File: src/rtl/meta_queue_pkg.sv
// Shared constants and helper types for the meta queue: default depth, stat
// counter width and the push/pop operation encoding used by the occupancy logic.
package meta_queue_pkg;

   localparam int META_QUEUE_DEPTH_DEF = 8;
   localparam int META_STAT_BITS       = 32;
   localparam int META_DATA_BITS_DEF   = 96;

   typedef enum logic [1:0] {
      OP_IDLE = 2'b00,
      OP_PUSH = 2'b01,
      OP_POP  = 2'b10,
      OP_BOTH = 2'b11
   } q_op_e;

   function automatic q_op_e q_op(input logic push, input logic pop);
      return q_op_e'({pop, push});
   endfunction

endpackage

File: src/rtl/meta_queue_if.sv
// Valid/ready/data meta stream between the arbiter, the queue and the consumer.
// Modport m drives the stream, modport s receives it.
interface meta_queue_if
   import meta_queue_pkg::*;
#(
   parameter int DATA_BITS = META_DATA_BITS_DEF
) ();

   logic                 valid;
   logic                 ready;
   logic [DATA_BITS-1:0] data;

   modport m (output valid, output data, input ready);
   modport s (input valid, input data, output ready);

endinterface

File: src/rtl/meta_queue_stats.sv
// Push/pop/stall event counters for the meta queue; compiled only when
// META_QUEUE_STATS_EN is defined. All counters wrap and clear on reset.
`ifdef META_QUEUE_STATS_EN
module meta_queue_stats
   import meta_queue_pkg::*;
#(
   parameter int CNT_BITS = META_STAT_BITS
) (
   input  logic                aclk,
   input  logic                areset,
   input  logic                i_push,
   input  logic                i_pop,
   input  logic                i_stall,
   output logic [CNT_BITS-1:0] o_stat_push,
   output logic [CNT_BITS-1:0] o_stat_pop,
   output logic [CNT_BITS-1:0] o_stat_stall
);

   logic [CNT_BITS-1:0] r_push_cnt;
   logic [CNT_BITS-1:0] r_pop_cnt;
   logic [CNT_BITS-1:0] r_stall_cnt;

   always_ff @(posedge aclk or posedge areset) begin
      if (areset) begin
         r_push_cnt  <= '0;
         r_pop_cnt   <= '0;
         r_stall_cnt <= '0;
      end else begin
         if (i_push)  r_push_cnt  <= r_push_cnt  + CNT_BITS'(1);
         if (i_pop)   r_pop_cnt   <= r_pop_cnt   + CNT_BITS'(1);
         if (i_stall) r_stall_cnt <= r_stall_cnt + CNT_BITS'(1);
      end
   end

   assign o_stat_push  = r_push_cnt;
   assign o_stat_pop   = r_pop_cnt;
   assign o_stat_stall = r_stall_cnt;

endmodule
`endif

File: src/rtl/meta_queue.sv
// Elastic FIFO behind the 2:1 meta arbiter, first-word fall-through, fully registered
// status. Define META_QUEUE_STATS_EN to add the push/pop/stall counters.
module meta_queue
   import meta_queue_pkg::*;
#(
   parameter int QDEPTH    = META_QUEUE_DEPTH_DEF,
   parameter int DATA_BITS = META_DATA_BITS_DEF,
   parameter int AFULL_THR = QDEPTH - 2
) (
   input  logic                    aclk,
   input  logic                    areset,
   meta_queue_if.s                 s_meta,
   meta_queue_if.m                 m_meta,
   output logic [$clog2(QDEPTH):0] occ,
   output logic                    afull
`ifdef META_QUEUE_STATS_EN
   ,
   output logic [META_STAT_BITS-1:0] stat_push,
   output logic [META_STAT_BITS-1:0] stat_pop,
   output logic [META_STAT_BITS-1:0] stat_stall
`endif
);

   localparam int PTR_W = $clog2(QDEPTH);
   localparam int OCC_W = PTR_W + 1;
   localparam logic [OCC_W-1:0] OCC_FULL  = OCC_W'(QDEPTH);
   localparam logic [OCC_W-1:0] OCC_AFULL = OCC_W'(AFULL_THR);

   if (QDEPTH < 2 || (QDEPTH & (QDEPTH - 1)) != 0) begin : g_bad_depth
      $error("meta_queue: QDEPTH must be a power of two >= 2");
   end
   if (AFULL_THR < 1 || AFULL_THR > QDEPTH) begin : g_bad_thr
      $error("meta_queue: AFULL_THR must lie in 1..QDEPTH");
   end
   if ($bits(s_meta.data) != DATA_BITS || $bits(m_meta.data) != DATA_BITS) begin : g_bad_width
      $error("meta_queue: DATA_BITS must match the stream data width");
   end

   logic [DATA_BITS-1:0] r_mem [QDEPTH];
   logic [PTR_W-1:0]     r_wr_ptr;
   logic [PTR_W-1:0]     r_rd_ptr;
   logic [OCC_W-1:0]     r_occ;
   logic                 r_afull;

   logic [OCC_W-1:0]     w_occ_nxt;
   logic                 w_s_ready;
   logic                 w_m_valid;
   logic                 w_push;
   logic                 w_pop;
   q_op_e                w_op;

   // Handshakes depend only on registered occupancy, so s_meta.ready never sees m_meta.ready.
   assign w_s_ready = (r_occ != OCC_FULL);
   assign w_m_valid = (r_occ != '0);
   assign w_push    = s_meta.valid & w_s_ready;
   assign w_pop     = w_m_valid & m_meta.ready;
   assign w_op      = q_op(w_push, w_pop);

   assign s_meta.ready = w_s_ready;
   assign m_meta.valid = w_m_valid;
   // Gating with valid keeps the output at zero while empty and throughout reset.
   assign m_meta.data  = w_m_valid ? r_mem[r_rd_ptr] : '0;

   always_comb begin
      w_occ_nxt = r_occ;
      case (w_op)
         OP_PUSH: w_occ_nxt = r_occ + OCC_W'(1);
         OP_POP:  w_occ_nxt = r_occ - OCC_W'(1);
         default: w_occ_nxt = r_occ;
      endcase
   end

   always_ff @(posedge aclk or posedge areset) begin
      if (areset) begin
         r_wr_ptr <= '0;
         r_rd_ptr <= '0;
         r_occ    <= '0;
         r_afull  <= 1'b0;
      end else begin
         if (w_push) r_wr_ptr <= r_wr_ptr + PTR_W'(1);
         if (w_pop)  r_rd_ptr <= r_rd_ptr + PTR_W'(1);
         r_occ   <= w_occ_nxt;
         r_afull <= (w_occ_nxt >= OCC_AFULL);
      end
   end

   // Payload storage carries no reset; slots are only read once written.
   always_ff @(posedge aclk) begin
      if (w_push) r_mem[r_wr_ptr] <= s_meta.data;
   end

   assign occ   = r_occ;
   assign afull = r_afull;

`ifdef META_QUEUE_STATS_EN
   logic w_stall;
   assign w_stall = s_meta.valid & ~w_s_ready;

   meta_queue_stats #(
      .CNT_BITS (META_STAT_BITS)
   ) u_stats (
      .aclk         (aclk),
      .areset       (areset),
      .i_push       (w_push),
      .i_pop        (w_pop),
      .i_stall      (w_stall),
      .o_stat_push  (stat_push),
      .o_stat_pop   (stat_pop),
      .o_stat_stall (stat_stall)
   );
`endif

endmodule

File: src/flat_wrapper.sv
// flat-port wrapper written by rule: the top's interface ports become plain ports
module meta_queue_flat import meta_queue_pkg::*;
#(
   parameter int QDEPTH    = META_QUEUE_DEPTH_DEF,
   parameter int DATA_BITS = META_DATA_BITS_DEF,
   parameter int AFULL_THR = QDEPTH - 2
)
  (aclk, areset, occ, afull, s_meta_valid, s_meta_data, s_meta_ready, m_meta_valid, m_meta_data, m_meta_ready);
  meta_queue_if #(.DATA_BITS(DATA_BITS)) s_meta_i ();
  meta_queue_if #(.DATA_BITS(DATA_BITS)) m_meta_i ();
  input  logic aclk;
  input  logic areset;
  output logic [$clog2(QDEPTH):0] occ;
  output logic afull;
  input wire logic [$bits(s_meta_i.valid)-1:0] s_meta_valid;
  input wire logic [$bits(s_meta_i.data)-1:0] s_meta_data;
  output wire logic [$bits(s_meta_i.ready)-1:0] s_meta_ready;
  output wire logic [$bits(m_meta_i.valid)-1:0] m_meta_valid;
  output wire logic [$bits(m_meta_i.data)-1:0] m_meta_data;
  input wire logic [$bits(m_meta_i.ready)-1:0] m_meta_ready;
  assign s_meta_i.valid = s_meta_valid;
  assign s_meta_i.data = s_meta_data;
  assign s_meta_ready = s_meta_i.ready;
  assign m_meta_valid = m_meta_i.valid;
  assign m_meta_data = m_meta_i.data;
  assign m_meta_i.ready = m_meta_ready;
  meta_queue #(.QDEPTH(QDEPTH), .DATA_BITS(DATA_BITS), .AFULL_THR(AFULL_THR)) u_core (.aclk(aclk), .areset(areset), .s_meta(s_meta_i), .m_meta(m_meta_i), .occ(occ), .afull(afull));
endmodule
File: config.mk
export PLATFORM = sky130hd
export DESIGN_NAME = meta_queue_flat
export DESIGN_NICKNAME = d
export VERILOG_FILES = /design/src/rtl/meta_queue_pkg.sv /design/src/rtl/meta_queue_if.sv /design/src/rtl/meta_queue_stats.sv /design/src/rtl/meta_queue.sv /design/src/flat_wrapper.sv
export SDC_FILE = /design/constraint.sdc
export NUM_CORES = 1
export LEC_CHECK = 0
export ABC_AREA = 1
export BUFFER_PORTS_ARGS = -buffer_cell sky130_fd_sc_hd__clkbuf_2
export CORE_ASPECT_RATIO = 1.5
export CORE_MARGIN = 5
export CORE_UTILIZATION = 54
export DETAILED_ROUTE_END_ITERATION = 12
export PLACE_DENSITY_LB_ADDON = 0.3
export REMOVE_ABC_BUFFERS = 1
export SLEW_MARGIN = 10
export SYNTH_ARGS = -nofsm -noshare
export SYNTH_HDL_FRONTEND = slang
export SYNTH_SLANG_ARGS = --single-unit
File: constraint.sdc
create_clock -name aclk -period 5.3 [get_ports aclk]
set_input_delay 0 -clock aclk [delete_from_list [all_inputs] [get_ports aclk]]
set_output_delay 0 -clock aclk [all_outputs]
set_load 0.05 [all_outputs]
# Yosys cells after proc, flatten, opt, wreduce, memory -nomap -nowiden
# Memories as Yosys holds them, arrays and structs flattened.
# Index checks and enable logic that the tools add are counted.
# Widths: inputs -> output; s select.
[totals]
regBits = 11
latch_bits = 0
ramBits = 768
romBits = 0
inputBits = 100
out_inout_bits = 103
wordCells = 20
memories = 1
[op_classes]
addsub = 4
multipliers = 0
div = 0
order_cmp = 1
eq_ne = 3
shift = 0
mux = 4
bitwise_logic = 2
n_reduce_logical = 1
[mem_list]
columns = ["memory", "depth", "word_bits", "read_ports", "rd_ports_with_merged_regs", "write_ports", "line", "text"]
rows = [
  ["u_core.r_mem", 8, 96, 1, 0, 1, "meta_queue.sv:39", "logic [DATA_BITS-1:0] r_mem [QDEPTH];"],
]
[ops]
columns = ["cell", "n"]
rows = [
  ["$mux 96", 1],
  ["$pmux 4 s2", 1],
  ["$add 3x1->3 const B", 2],
  ["$add 4x1->4 const B", 1],
  ["$ge 4x3->1 const B", 1],
  ["$ne 4x4->1 const B", 1],
  ["$reduce_bool 4->1", 1],
  ["$sub 4x1->4 const B", 1],
  ["$and 1x1->1", 2],
  ["$eq 2x1->1 const B", 1],
  ["$eq 2x2->1 const B", 1],
  ["$mux 1", 2],
]

# Depth between registers and ports, before layout
[depth]
word_depth = 5
ltp_mapped = 15
depth_no_buf = 15

# Worst setup path after synthesis
# Ideal clock, no wire load.
[synth_timing]
path_type = "register to register"
start = "register u_core.r_occ[0] (netlist: u_core.occ[0])"
end = "memory u_core.r_mem[0][0] (netlist name) (enable)"
setup_ns = 0.551
arrival_time_ns = 5.591
required_time_ns = 4.749
slack_ns = -0.843
stages_incl_launch_ff = 6
n_path_buf = 0
period_less_slack_ns = 6.143
path_cell_list = "dfrtp_1 nor2_4 nand2_2 nand2_2 or2_2 nor2_1"
[synth_between]
elab_chain_cells = 4
[synth_rtl]
columns = ["item", "line", "text"]
rows = [
  ["start: declaration", "meta_queue.sv:42", "logic [OCC_W-1:0] r_occ;"],
  ["start signal: assignment", "meta_queue.sv:82", "r_occ <= w_occ_nxt;"],
  ["$ne 4x4->1", "meta_queue.sv:53", "assign w_s_ready = (r_occ != OCC_FULL);"],
  ["net s_meta_ready", "flat_wrapper.sv:17", "output wire logic [$bits(s_meta_i.ready)-1:0] s_meta_ready;"],
  ["$and 1x1->1", "meta_queue.sv:55", "assign w_push = s_meta.valid & w_s_ready;"],
  ["$mux 1", "meta_queue.sv:89", "if (w_push) r_mem[r_wr_ptr] <= s_meta.data;"],
  ["$mux 1 (not written as such)", "meta_queue.sv:89", ""],
  ["end: declaration", "meta_queue.sv:39", ""],
]
# The timed path passes the listed nets, and every way through them passes these cells.

# Worst setup path in the final report
[layout_timing]
start = "register u_core.r_rd_ptr[0]"
end = "output port m_meta_data[33]"
[layout_between]
elab_chain_cells = 2
[layout_rtl]
columns = ["item", "line", "text"]
rows = [
  ["start: declaration", "meta_queue.sv:41", "logic [PTR_W-1:0] r_rd_ptr;"],
  ["start signal: assignment", "meta_queue.sv:81", "if (w_pop) r_rd_ptr <= r_rd_ptr + PTR_W'(1);"],
  ["$mem_v2 8x96", "--", ""],
  ["$mux 96", "meta_queue.sv:62", "assign m_meta.data = w_m_valid ? r_mem[r_rd_ptr] : '0;"],
  ["end: declaration", "flat_wrapper.sv:19", "output wire logic [$bits(m_meta_i.data)-1:0] m_meta_data;"],
]
# Every way passes these cells.

==> qor.log <==
qor: job.cap_viol_max_count 0
qor: worst_setup_path.register_to_register_path_depth 7
qor: final_layout.commonest_non_fill_non_tap_cell_in_the_layout sky130_fd_sc_hd__edfxtp_1
qor: cts.cts_made_buffers 69
qor: synthesis.synthFlopType sky130_fd_sc_hd__edfxtp_1
qor: cts.worst_setup_hold_path_clk_slew 60 ps
qor: detailed_routing.final_antenna_net_count 0
qor: final_layout.layout-area-overhead-vs-synth 15.9%
qor: power.p_sw_frac 0.433
qor: global_route.maximum_number_of_pins_on_one_net_before_global_route_repair 180
qor: timing.final.min_clock_period 3790 ps
qor: worst_setup_path.critical_path_arrival 3790 ps
qor: timing.max_clock_freq 264 MHz
qor: detailed_routing.dr.first_iter.drc_count 1,645
qor: detailed_routing.postRouteWirelength 71.2 mm
qor: synthesis.postSynthRegisterBits 779
qor: worst_setup_path.category_of_cells_accounting_for_the_largest_share_of_critical_path_delay buffers and inverters
qor: worst_setup_path.cp_slowest_cell sky130_fd_sc_hd__dfrtp_4
qor: worst_setup_path.worstPathRequired 5300 ps
qor: placed_design.io_buffers 202
qor: timing.slew_viols_final 0
qor: timing.finalSetupViolations 0
qor: power.maximum_vdd_drop 701 uV
qor: global_route.wire_length_of_the_first_global_routing_pass 109 mm
qor: global_route.track_usage 0.228
qor: cts.clockBufferDepth 3
qor: worst_setup_path.crit_path_end_kind output port
qor: die.fp-row-count 106
qor: detailed_routing.number_of_optimization_iterations_in_the_first_detailed_route_pass 5
qor: worst_setup_path.reg2reg_slack 2340 ps
qor: power.internal 12.7 mW
qor: die.io_pins 203
qor: die.coreArea 55,700 um2
qor: detailed_routing.via_per_inst 5.92
qor: placed_design.detailed_place_hpwl 36.4 mm
qor: final_layout.fin_cells 3,271
qor: final_layout.n_fill_cell 4,122
qor: synthesis.synthDistinctLibCells 27
qor: die.die_area 61,000 um2
qor: detailed_routing.remaining_drcs 0
qor: final_layout.layout.core_utilization 0.630
qor: hold_path.hold_path_end u_core.r_mem[6][0]
qor: timing.timing.final.crit_share 0.716
qor: timing.worst_clock_skew 30.3 ps
qor: cts.cts_max_level 3
qor: cts.clock_insertion_delay_worst_skew 590 ps
qor: worst_setup_path.cp-start-kind register
qor: power.leak_pwr 11.8 nW
qor: detailed_routing.num_vias 19,400
qor: timing.final_count_of_hold_timing_violations 0
qor: synthesis.synth.cell_area 30,300 um2
qor: die.floorplan.initialDensity 0.543
qor: placed_design.numPlacedInstances 3,045
qor: worst_setup_path.timing.setup.critical_path_class reg2out
qor: worst_setup_path.worst_reg2reg_path_endpoint u_core.r_mem[5][45]
qor: cts.cts-root-buf sky130_fd_sc_hd__clkbuf_16
qor: cts.clock_sink_count 779
qor: worst_setup_path.critical_path.reg2reg.startpoint u_core.occ[0]
qor: timing.timing.slew.headroom 0.234
qor: synthesis.synth_sequential_area_ratio 0.771
qor: global_route.global_route.usage.met1 0.309
qor: power.power.net_switching 9.71 mW
qor: synthesis.avgSynthCellArea 13.4 um2
qor: synthesis.synth_enable_flop_cells 768
qor: die.die_height 300 um
qor: global_route.grt_pass1_vias 19,200
qor: status.run_status finished, final reports clean
qor: global_route.grt_remaining_overflow 0
qor: hold_path.hold_path_stages 2
qor: hold_path.hold_path.class in2reg
qor: global_route.met2_use_gr 0.389
qor: final_layout.most_frequent_cells_in_the_layout 768 x sky130_fd_sc_hd__edfxtp_1, 579 x sky130_fd_sc_hd__nor2_1, 430 x sky130_fd_sc_hd__o21ai_0, 202 x sky130_fd_sc_hd__clkbuf_2, 100 x sky130_fd_sc_hd__dlygate4sd3_1
qor: timing.setup_repair_after_global_routing_missed_its_margin no
qor: die.chipWidth 203 um
qor: detailed_routing.drt-wirelength-per-cell 21.8 um
qor: worst_setup_path.cp_max_fo 179
qor: power.p_clk_frac 0.220
qor: cts.postCtsSetupBuffers 0
qor: worst_setup_path.critical_path.cell_chain inv_8 -> buf_12 -> o21ai_1 -> o22ai_1 -> o21ai_0 -> a31oi_1 -> clkbuf_2
qor: global_route.antenna_found_initial 3
qor: worst_setup_path.timing.critical_path.buf_inv 3
qor: final_layout.design.final.nets 2,618
qor: global_route.grt_use_met3 0.0336
qor: cts.tritoncts yes
qor: power.p_seq_frac 0.362
qor: power.comb_power_share 0.419
qor: synthesis.syn-instance-count 2,265
qor: placed_design.routability_driven_placement_congestion_ratio 0.771
qor: worst_setup_path.max_stage_delay 770 ps
qor: final_layout.final_layout_size_suffix_gt1_frac 0.137
qor: synthesis.ys.warnings.count 0
qor: hold_path.worstHoldStart s_meta_data[0]
qor: timing.worst-slew-pin-transition 1150 ps
qor: global_route.gr-max-usage-layer met2
qor: power.powerDensity 639 nW/um2
qor: synthesis.ys_async_sr_fraction 0.0141
## synth_stat cells (5+ instances only)
library cell / n / area [um2]
sky130_fd_sc_hd__inv_1: 12 / 45.0
sky130_fd_sc_hd__nand2_1: 24 / 90.1
sky130_fd_sc_hd__o22ai_1: 96 / 601
sky130_fd_sc_hd__nand3_1: 7 / 35.0
sky130_fd_sc_hd__o21ai_0: 430 / 2150
sky130_fd_sc_hd__buf_6: 5 / 56.3
sky130_fd_sc_hd__buf_2: 33 / 165
sky130_fd_sc_hd__clkbuf_1: 84 / 315
sky130_fd_sc_hd__a31oi_1: 96 / 601
sky130_fd_sc_hd__nor2_1: 587 / 2200
sky130_fd_sc_hd__buf_1: 14 / 52.6
sky130_fd_sc_hd__o21ai_1: 55 / 275
sky130_fd_sc_hd__edfxtp_1: 768 / 23100
sky130_fd_sc_hd__dfrtp_1: 11 / 275
sky130_fd_sc_hd__buf_4: 21 / 158
## power by group through the flow
stage | clock (mW) | combinational, mW | sequential, mW
after floorplan | 0 | 6.33 | 8.57
after global placement | 0 | 9.22 | 8.19
after detailed placement | 0 | 9.37 | 8.23
after CTS | 5.00 | 9.46 | 8.10
after global routing | 5.26 | 10.1 | 8.17
final | 4.93 | 9.38 | 8.10
## cell families (layout without fill, tap and decap cells)
group / after synthesis / in the layout / share of synthesized area
adders and majority gates: 4 / 4 / 0.00165
xor gates and xnor gates: 5 / 5 / 0.00145
AOI/OAI and AO/OA: 679 / 679 / 0.121
buffers and inverters: 173 / 476 / 0.0269
and+or+nand+nor: 625 / 625 / 0.0786
DFF: 779 / 779 / 0.771
other: 0 / 1 / 0
## sequential cells by signal (all words and copies together), names as in the netlist
signal,cells
u_core.afull,1
u_core.r_rd_ptr,3
u_core.r_mem,768
u_core.occ,4
u_core.r_wr_ptr,3
## metrics by stage
step           hold slack [ps]  TNS [ps]  instance area [um2]  power, mW  setup slack, ps
6_report                   229         0                35100       22.4             1510
5_1_grt                    226         0                35100       23.6             1260
4_1_cts                    201         0                35100       22.6             1550
3_5_place_dp              27.2         0                31900       17.6             2160
3_3_place_gp              3.60         0                31900       17.4             2180
2_1_floorplan             -148  -1116070                29500       14.9            -5380
## worst max path at each step
stage / depth (start not counted) / from / endpoint / slack (ps)
2_1_floorplan: 5 / u_core.r_rd_ptr[0] / m_meta_data[0] / -5380
3_3_place_gp: 7 / u_core.r_rd_ptr[1] / m_meta_data[26] / 2180
3_5_place_dp: 7 / u_core.r_rd_ptr[0] / m_meta_data[69] / 2160
4_1_cts: 7 / u_core.r_rd_ptr[0] / m_meta_data[58] / 1550
5_1_grt: 7 / u_core.r_rd_ptr[0] / m_meta_data[75] / 1260
6_report: 7 / u_core.r_rd_ptr[0] / m_meta_data[33] / 1510
## repair_timing
action / in CTS / in global routing
hold buffers: 100 / 0
gates resized for setup: 0 / 0
endpoints found under the hold margin: 786 / 0
## per-layer routing
| metal | vias to the layer above | wire length, um |
|---|---|---|
| met2 | 703 | 36500 |
| met5 | - | 19 |
| met4 | 4 | 1470 |
| li1 | 8878 | - |
| met1 | 9670 | 28800 |
| met3 | 111 | 4420 |
## cell type report
class,instances,area [um2],share of cell area
sequential,779,23300,0.665
multi-input combinational,1313,6190,0.176
timing repair buffer,336,2370,0.0675
clock buffer,90,1890,0.0539
tap,702,878,0.0250
clock inverter,35,337,0.00959
inverter,15,73.8,0.00210
antenna,1,2.50,0.0000713
(Power assumes the default switching activity.)
